[config.mk]
export PLATFORM = sky130hd
export DESIGN_NAME = add_share_ctrl
export DESIGN_NICKNAME = d
export VERILOG_FILES = /design/src/rtl/add_share_ctrl.sv
export SDC_FILE = /design/constraint.sdc
export NUM_CORES = 1
export LEC_CHECK = 0
export ABC_CLOCK_PERIOD_IN_PS = 2150
export CELL_PAD_IN_SITES_DETAIL_PLACEMENT = 0
export CELL_PAD_IN_SITES_GLOBAL_PLACEMENT = 1
export CORE_MARGIN = 1.5
export CORE_UTILIZATION = 26
export CTS_CLUSTER_DIAMETER = 150
export DETAILED_ROUTE_END_ITERATION = 10
export PLACE_DENSITY = 0.82
export SYNTH_ARGS = -nofsm -noshare
export SYNTH_HDL_FRONTEND = slang
export SYNTH_SLANG_ARGS = --single-unit
[constraint.sdc]
create_clock -name clk -period 2.15 [get_ports clk]
set_clock_uncertainty 0.15 [all_clocks]
set_input_delay 0.43 -clock clk [delete_from_list [all_inputs] [get_ports clk]]
set_output_delay 0.43 -clock clk [all_outputs]
set_load 0.005 [all_outputs]
[src/rtl/add_share_ctrl.sv]
// Round-robin controller sharing one external combinational adder between NUM_REQ requesters.
// Operands are registered before reaching the adder; the sum is returned with the winner's id.
module add_share_ctrl #(
    parameter  int NUM_REQ = 4,
    parameter  int DW      = 4,
    localparam int IDW     = $clog2(NUM_REQ)
) (
    input  logic                  clk,
    input  logic                  rst_n,
    input  logic [NUM_REQ-1:0]    req_valid,
    input  logic [NUM_REQ*DW-1:0] req_a,
    input  logic [NUM_REQ*DW-1:0] req_b,
    output logic [NUM_REQ-1:0]    req_ready,
    output logic [DW-1:0]         add_a,
    output logic [DW-1:0]         add_b,
    input  logic [DW:0]           add_sum,
    output logic                  rsp_valid,
    output logic [IDW-1:0]        rsp_id,
    output logic [DW:0]           rsp_sum,
    input  logic                  rsp_ready,
    output logic                  busy
);

    // state | meaning
    // IDLE  | arbitrating; winner accepted at the clock edge
    // LOAD  | registered operands launched into the shared adder
    // CALC  | adder settled; sum captured into the response at the edge
    // RESP  | response held until rsp_ready
    typedef enum logic [1:0] {
        ST_IDLE = 2'd0,
        ST_LOAD = 2'd1,
        ST_CALC = 2'd2,
        ST_RESP = 2'd3
    } state_t;

    state_t         r_state;
    state_t         w_next_state;
    logic [IDW-1:0] r_rr_ptr;
    logic [IDW-1:0] r_id;
    logic [DW-1:0]  r_add_a;
    logic [DW-1:0]  r_add_b;
    logic [DW:0]    r_rsp_sum;
    logic [IDW-1:0] r_rsp_id;
    logic           r_rsp_valid;
    logic           w_found;
    logic [IDW-1:0] w_win;
    logic [IDW-1:0] w_win_nxt;
    logic           w_accept;
    logic           w_rsp_hs;

    function automatic logic [IDW-1:0] rr_idx(input logic [IDW-1:0] base, input int off);
        int sum;
        sum = int'(base) + off;
        if (sum >= NUM_REQ) sum = sum - NUM_REQ;
        return IDW'(sum);
    endfunction

    // First valid requester scanning upward from the round-robin pointer, wrapping.
    always_comb begin
        w_found = 1'b0;
        w_win   = '0;
        for (int i = 0; i < NUM_REQ; i++) begin
            if (!w_found && req_valid[rr_idx(r_rr_ptr, i)]) begin
                w_found = 1'b1;
                w_win   = rr_idx(r_rr_ptr, i);
            end
        end
    end

    assign w_accept  = (r_state == ST_IDLE) && w_found;
    assign w_rsp_hs  = r_rsp_valid && rsp_ready;
    assign w_win_nxt = (w_win == IDW'(NUM_REQ - 1)) ? '0 : w_win + 1'b1;

    always_comb begin
        req_ready = '0;
        if (w_accept && rst_n) req_ready[w_win] = 1'b1;
    end

    always_ff @(posedge clk or negedge rst_n) begin
        if (!rst_n) r_state <= ST_IDLE;
        else        r_state <= w_next_state;
    end

    always_comb begin
        w_next_state = r_state;
        case (r_state)
            ST_IDLE: if (w_found)  w_next_state = ST_LOAD;
            ST_LOAD:               w_next_state = ST_CALC;
            ST_CALC:               w_next_state = ST_RESP;
            ST_RESP: if (w_rsp_hs) w_next_state = ST_IDLE;
            default:               w_next_state = ST_IDLE;
        endcase
    end

    always_ff @(posedge clk or negedge rst_n) begin
        if (!rst_n) begin
            r_rr_ptr    <= '0;
            r_id        <= '0;
            r_add_a     <= '0;
            r_add_b     <= '0;
            r_rsp_sum   <= '0;
            r_rsp_id    <= '0;
            r_rsp_valid <= 1'b0;
        end else begin
            if (w_accept) begin
                r_add_a  <= req_a[w_win*DW +: DW];
                r_add_b  <= req_b[w_win*DW +: DW];
                r_id     <= w_win;
                r_rr_ptr <= w_win_nxt;
            end
            if (r_state == ST_CALC) begin
                r_rsp_sum   <= add_sum;
                r_rsp_id    <= r_id;
                r_rsp_valid <= 1'b1;
            end else if (r_state == ST_RESP && w_rsp_hs) begin
                r_rsp_valid <= 1'b0;
            end
        end
    end

    assign add_a     = r_add_a;
    assign add_b     = r_add_b;
    assign rsp_sum   = r_rsp_sum;
    assign rsp_id    = r_rsp_id;
    assign rsp_valid = r_rsp_valid;
    assign busy      = (r_state != ST_IDLE);

endmodule
After elaboration in Yosys (flattened, before gate mapping)
Cells that the tools add are included.
{ "totals": {"latchBits": 0, "mem_count": 0, "regBits": 22, "ramBits": 0, "word_cells": 78, "out_inout_bits": 21, "input_bits": 44, "mem_bits_ro": 0} }
{ "op_classes": {"magnitude_cmp": 10, "shift": 2, "bitwise_logic": 0, "n_reduce_logical": 15, "div_mod_pow": 0, "addsub": 8, "muxes": 29, "eq_ne": 6, "multipliers": 0} }
{ "ops": {"columns": ["operator", "count"], "rows": [
  ["indexed part select 16 x 5 -> 4 bit", 2],
  ["2-to-1 mux 2 bit", 11],
  ["< comparator 2 x 3 -> 1 bit, second input constant", 5],
  ["2-to-1 mux 1 bit", 11],
  [">= comparator 3 bit, second input constant", 3],
  ["binary-select mux 1 bit (select 2 bit)", 4],
  ["logical AND 1 bit", 8],
  ["one-hot mux 2 bit (4 select lines)", 1],
  ["subtractor 2 x 1 -> 2 bit, second input constant", 4],
  ["adder 2 x 2 -> 3 bit, second input constant", 2],
  ["== test 2 bit, second input constant", 3],
  ["2-to-1 mux 4 bit", 1],
  ["!= test 2 bit, second input constant", 2],
  ["nonzero test 2 bit", 2],
  ["adder 2 x 1 -> 3 bit, second input constant", 1],
  [">= comparator 2 x 3 -> 1 bit, second input constant", 1],
  ["logical NOT 1 bit", 3],
  ["adder 2 x 1 -> 2 bit, second input constant", 1],
  ["demux 1 bit (select 2 bit)", 1],
  ["== test 2 x 1 -> 1 bit, second input constant", 1],
  [">= comparator 2 x 1 -> 1 bit, second input constant", 1],
  ["logical NOT 2 bit", 1],
  ["AND reduction 2 bit", 1]
]} }

Longest topological paths before layout
{ "logic_depth": {"depth_word": 19, "ltp_mapped": 8, "depth_no_buf": 6} }

Least setup slack after synthesis
OpenSTA, ideal clock, no wires.
{ "synth_timing": {"path_type": "flip-flop to output port", "from": "reg r_rr_ptr[1]", "to": "out req_ready[2]", "stages_incl_launch_ff": 9, "required_time_ps": 1570, "n_path_buf": 2, "path_slack_ps": -29, "arrival_time_ps": 1599, "path_cell_list": "dfrtp_1 -> nor2b_1 -> o21a_1 -> buf_6 -> nor3_4 -> inv_2 -> buf_6 -> ha_1 -> and3_1"} }
{ "synth_via": {"elab_chain_cells": 19, "elab_cells_between_ends": 45, "cone_classes": "add/sub (7); order compare (6); mux (23); reduce/logical (9)"} }
{ "synth_rtl": {"columns": ["element", "line_no", "rtl"], "rows": [
  ["from (decl)", "38", "logic [IDW-1:0] r_rr_ptr;"],
  ["from (signal assigned)", "109", "r_rr_ptr <= w_win_nxt;"],
  ["branches (longest 18 deep; another with adder 2 x 1 -> 3 bit)", null, null],
  ["2-to-1 mux 4 bit *", "76", "if (w_accept && rst_n) req_ready[w_win] = 1'b1;"],
  ["to (decl)", "13", "output logic [NUM_REQ-1:0] req_ready,"]
]} }
Every way passes the cells marked *. The select of a mux whose other input is x is not followed.

Final worst setup path
Same ends and word-level chain as after synthesis.

==> flow_summary.toml <==
[min_path]
hp-class = "flop to flop"

[route]
final_antenna_net_count = 0
wl_per_cell_um = 13.5
viasPerCell = 4.61
drtPass1Iterations = 4
drt-total-wl_um = 4060
post-route-drc-count = 0
via_count = 1383
dr.first_iter.drc_count = 24

[worst_setup_path]
required_ps = 1570
cp-start-kind = "flop"
slowest_stage = "dfrtp_2"
crit_chain = "or3_4, a31oi_4, buf_6, ha_4, and3_4, buf_6"
cp-end-kind = "output pin"
critPathKind = "flop to output pin"
critPathArrivalTime_ps = 1760
cpMostUsedCell = "buf_6"
slowest_delay_ps = 450
path_max_fanout = 7

[sta]
setup_tns_ps = -408
timing.final.hold_violations = 0
worst_pin_slew_ps = 410
fin_crit_sh_pct = 109
rsz0062_at_grt = "true"
drv_slew = 0
max_freq_mhz = 428
period_needed_ps = 2340
relSlewSlack_pct = 72.7
holdWs_ps = 334
fin_ws_ps = -187
setup_viol_count_final = 4

[floorplan]
ios = 65
rows = 25
initial_core_util_pct = 27.7
core_area_sq_mm = 0.00485
die_area_sq_mm = 0.00561
die-width_um = 74.9
die_y_um = 74.9

[cts]
cts_made_buffers = 3
path_clk_slew_ps = 80
cts_tree = "yes"
hold_buffers = 0
cts_max_path_buffers = 2
cts_root_buf = "clkbuf_8"
cts.sink_count = 22
clock_latency_ps = 260
htreeDepth = 1

[pwr]
power_mw = 2.84
power.leakage_nw = 1.08
power_per_cell_area_mw_per_mm2 = 1150
ir_drop_mv = 0.606

[placed_design]
place.detailed.hpwl_um = 3060
dpl_cell_area_sq_mm = 0.00227
gp_congestion = 0.735
port_buffers = 64

[final_layout]
final_layout_size_suffix_gt1_share_pct = 30.5
fillerInstances = 471
final_cell_area_sq_mm = 0.00247
diodes = 0
syn2layout_area_growth_pct = 84.0
final_nets = 283

[synthesis]
synthCells = 135
synth_seq_cells = 22
synth_compound_area_share_pct = 20.9
synth_top_area_share_pct = 40.9
netlist_area_sq_mm = 0.00135
synthAdderAreaFrac_pct = 4.65
synthMuxAreaShare_pct = 11.8
synth-simple-area-share_pct = 16.7
yosysSeqAreaShare_pct = 40.9
synth_top_family_by_area = "compound AO/OA/AOI/OAI gates"
ys_top_cells_by_area = "dfrtp_1, mux2i_1, mux2_2, a211o_1, nand2_1"
synth_xor_area_share_pct = 0
ys_types = 34
synth_top_area_cell = "dfrtp_1"
syn-num-nets = 184
syn_avg_cell_area_sq_um = 9.96
synth_warnings = 0

[run]
drv_cap = 0

[global_route]
grt_usage_pct = 14.8
grt_pass1_wl_um = 6370
antenna_found_initial = 0
grt_pass1_vias = 1387
grt_max_degree = 16
grt-ovfl-total = 0

[run_status]
violations = "negative setup slack"
status = "complete, but fails checks"
## metal layers
layer	global-route usage [%]	up-vias	wire (um)
met5	0	-	0
met4	3.03	0	19
met3	2.41	2	241
met2	25.1	40	2010
met1	19.9	646	1790
li1	-	695	-
## layout make-up
type	instances	area, sq um	area share (%)
timing repair buffer	101	940	38.0
clock buffer	4	55.1	2.22
multi-input combinational	101	826	33.4
tap	67	83.8	3.39
sequential	22	552	22.3
inverter	5	18.8	0.758
## Yosys cell counts (all sizes together)
cell type,count
o31ai,8
a21oi,2
nand2b,2
mux2,7
inv,5
o211ai,8
nand3,1
nor2,5
a21o,2
nand2,18
and3,2
a22oi,1
ha,5
mux2i,8
nand4,8
dfrtp,22
nor3,4
buf,5
clkbuf,2
a211o,8
or3,1
o21a,1
o21ai,7
a31oi,1
nor2b,1
or2,1
## where the power goes
part	switching, mW	internal [mW]
Combinational	0.749	1.06
Sequential	0.112	0.625
Clock	0.134	0.163
Total	0.995	1.85
## repair_timing
item / 4_1_cts / 5_1_grt
pin swaps: 8 / 2
cloned: 0 / 0
setup endpoints to repair: 4 / 4
gates resized for setup: 42 / 7
buffers inserted: 6 / 2
## registers in the layout (all words and copies together), names as in the netlist
name,count
r_id,2
r_rr_ptr,2
add_b,4
rsp_valid,1
add_a,4
rsp_id,2
r_state,2
rsp_sum,5
## worst paths after layout
| kind | endpoint | slack (ps) | start | cells after the start |
|---|---|---|---|---|
| max | req_ready[2] | -190 | r_rr_ptr[1] | 6 |
| min | r_id[1] | 330 | r_id[1] | 2 |
| max reg2reg | add_a[2] | 240 | r_rr_ptr[1] | 9 |
| min reg2reg | r_id[1] | 330 | r_id[1] | 2 |
| max in group asynchronous | add_a[3] | 1210 | rst_n | 2 |
| min in group asynchronous | r_rr_ptr[0] | 400 | rst_n | 2 |
## logic make-up (layout without fill, tap and decap cells)
group | count (synthesis) | count (layout)
compound gates | 38 | 38
fa+ha+maj | 5 | 5
buf+inv | 12 | 110
flops | 22 | 22
mux | 15 | 15
simple gates | 43 | 43
## worst max-delay path: cells and delay by family (launching register included)
family	cells	cell delay (ps)
simple gates	2	520
buf+inv	2	230
flops	1	450
compound gates	1	180
fa+ha+maj	1	120
## metrics by stage
stage,util [%],worst slack [ps],instances
after global routing,51.0,-244,300
after global placement,46.8,-826,289
after detailed placement,46.8,-827,289
final,51.0,-187,300
after CTS,50.5,-176,299
after floorplan,-,17.9,135
## placed cells by master (no fill, tap or decap), types with 7 or more instances in the layout
master,count
mux2i_1,8
o211ai_1,8
mux2_2,7
nand4_1,8
buf_4,32
o31ai_1,8
a211o_1,8
nand2_1,16
dfrtp_1,21
clkdlybuf4s50_1,56
No activity file was read; power rests on OpenSTA's default activity.
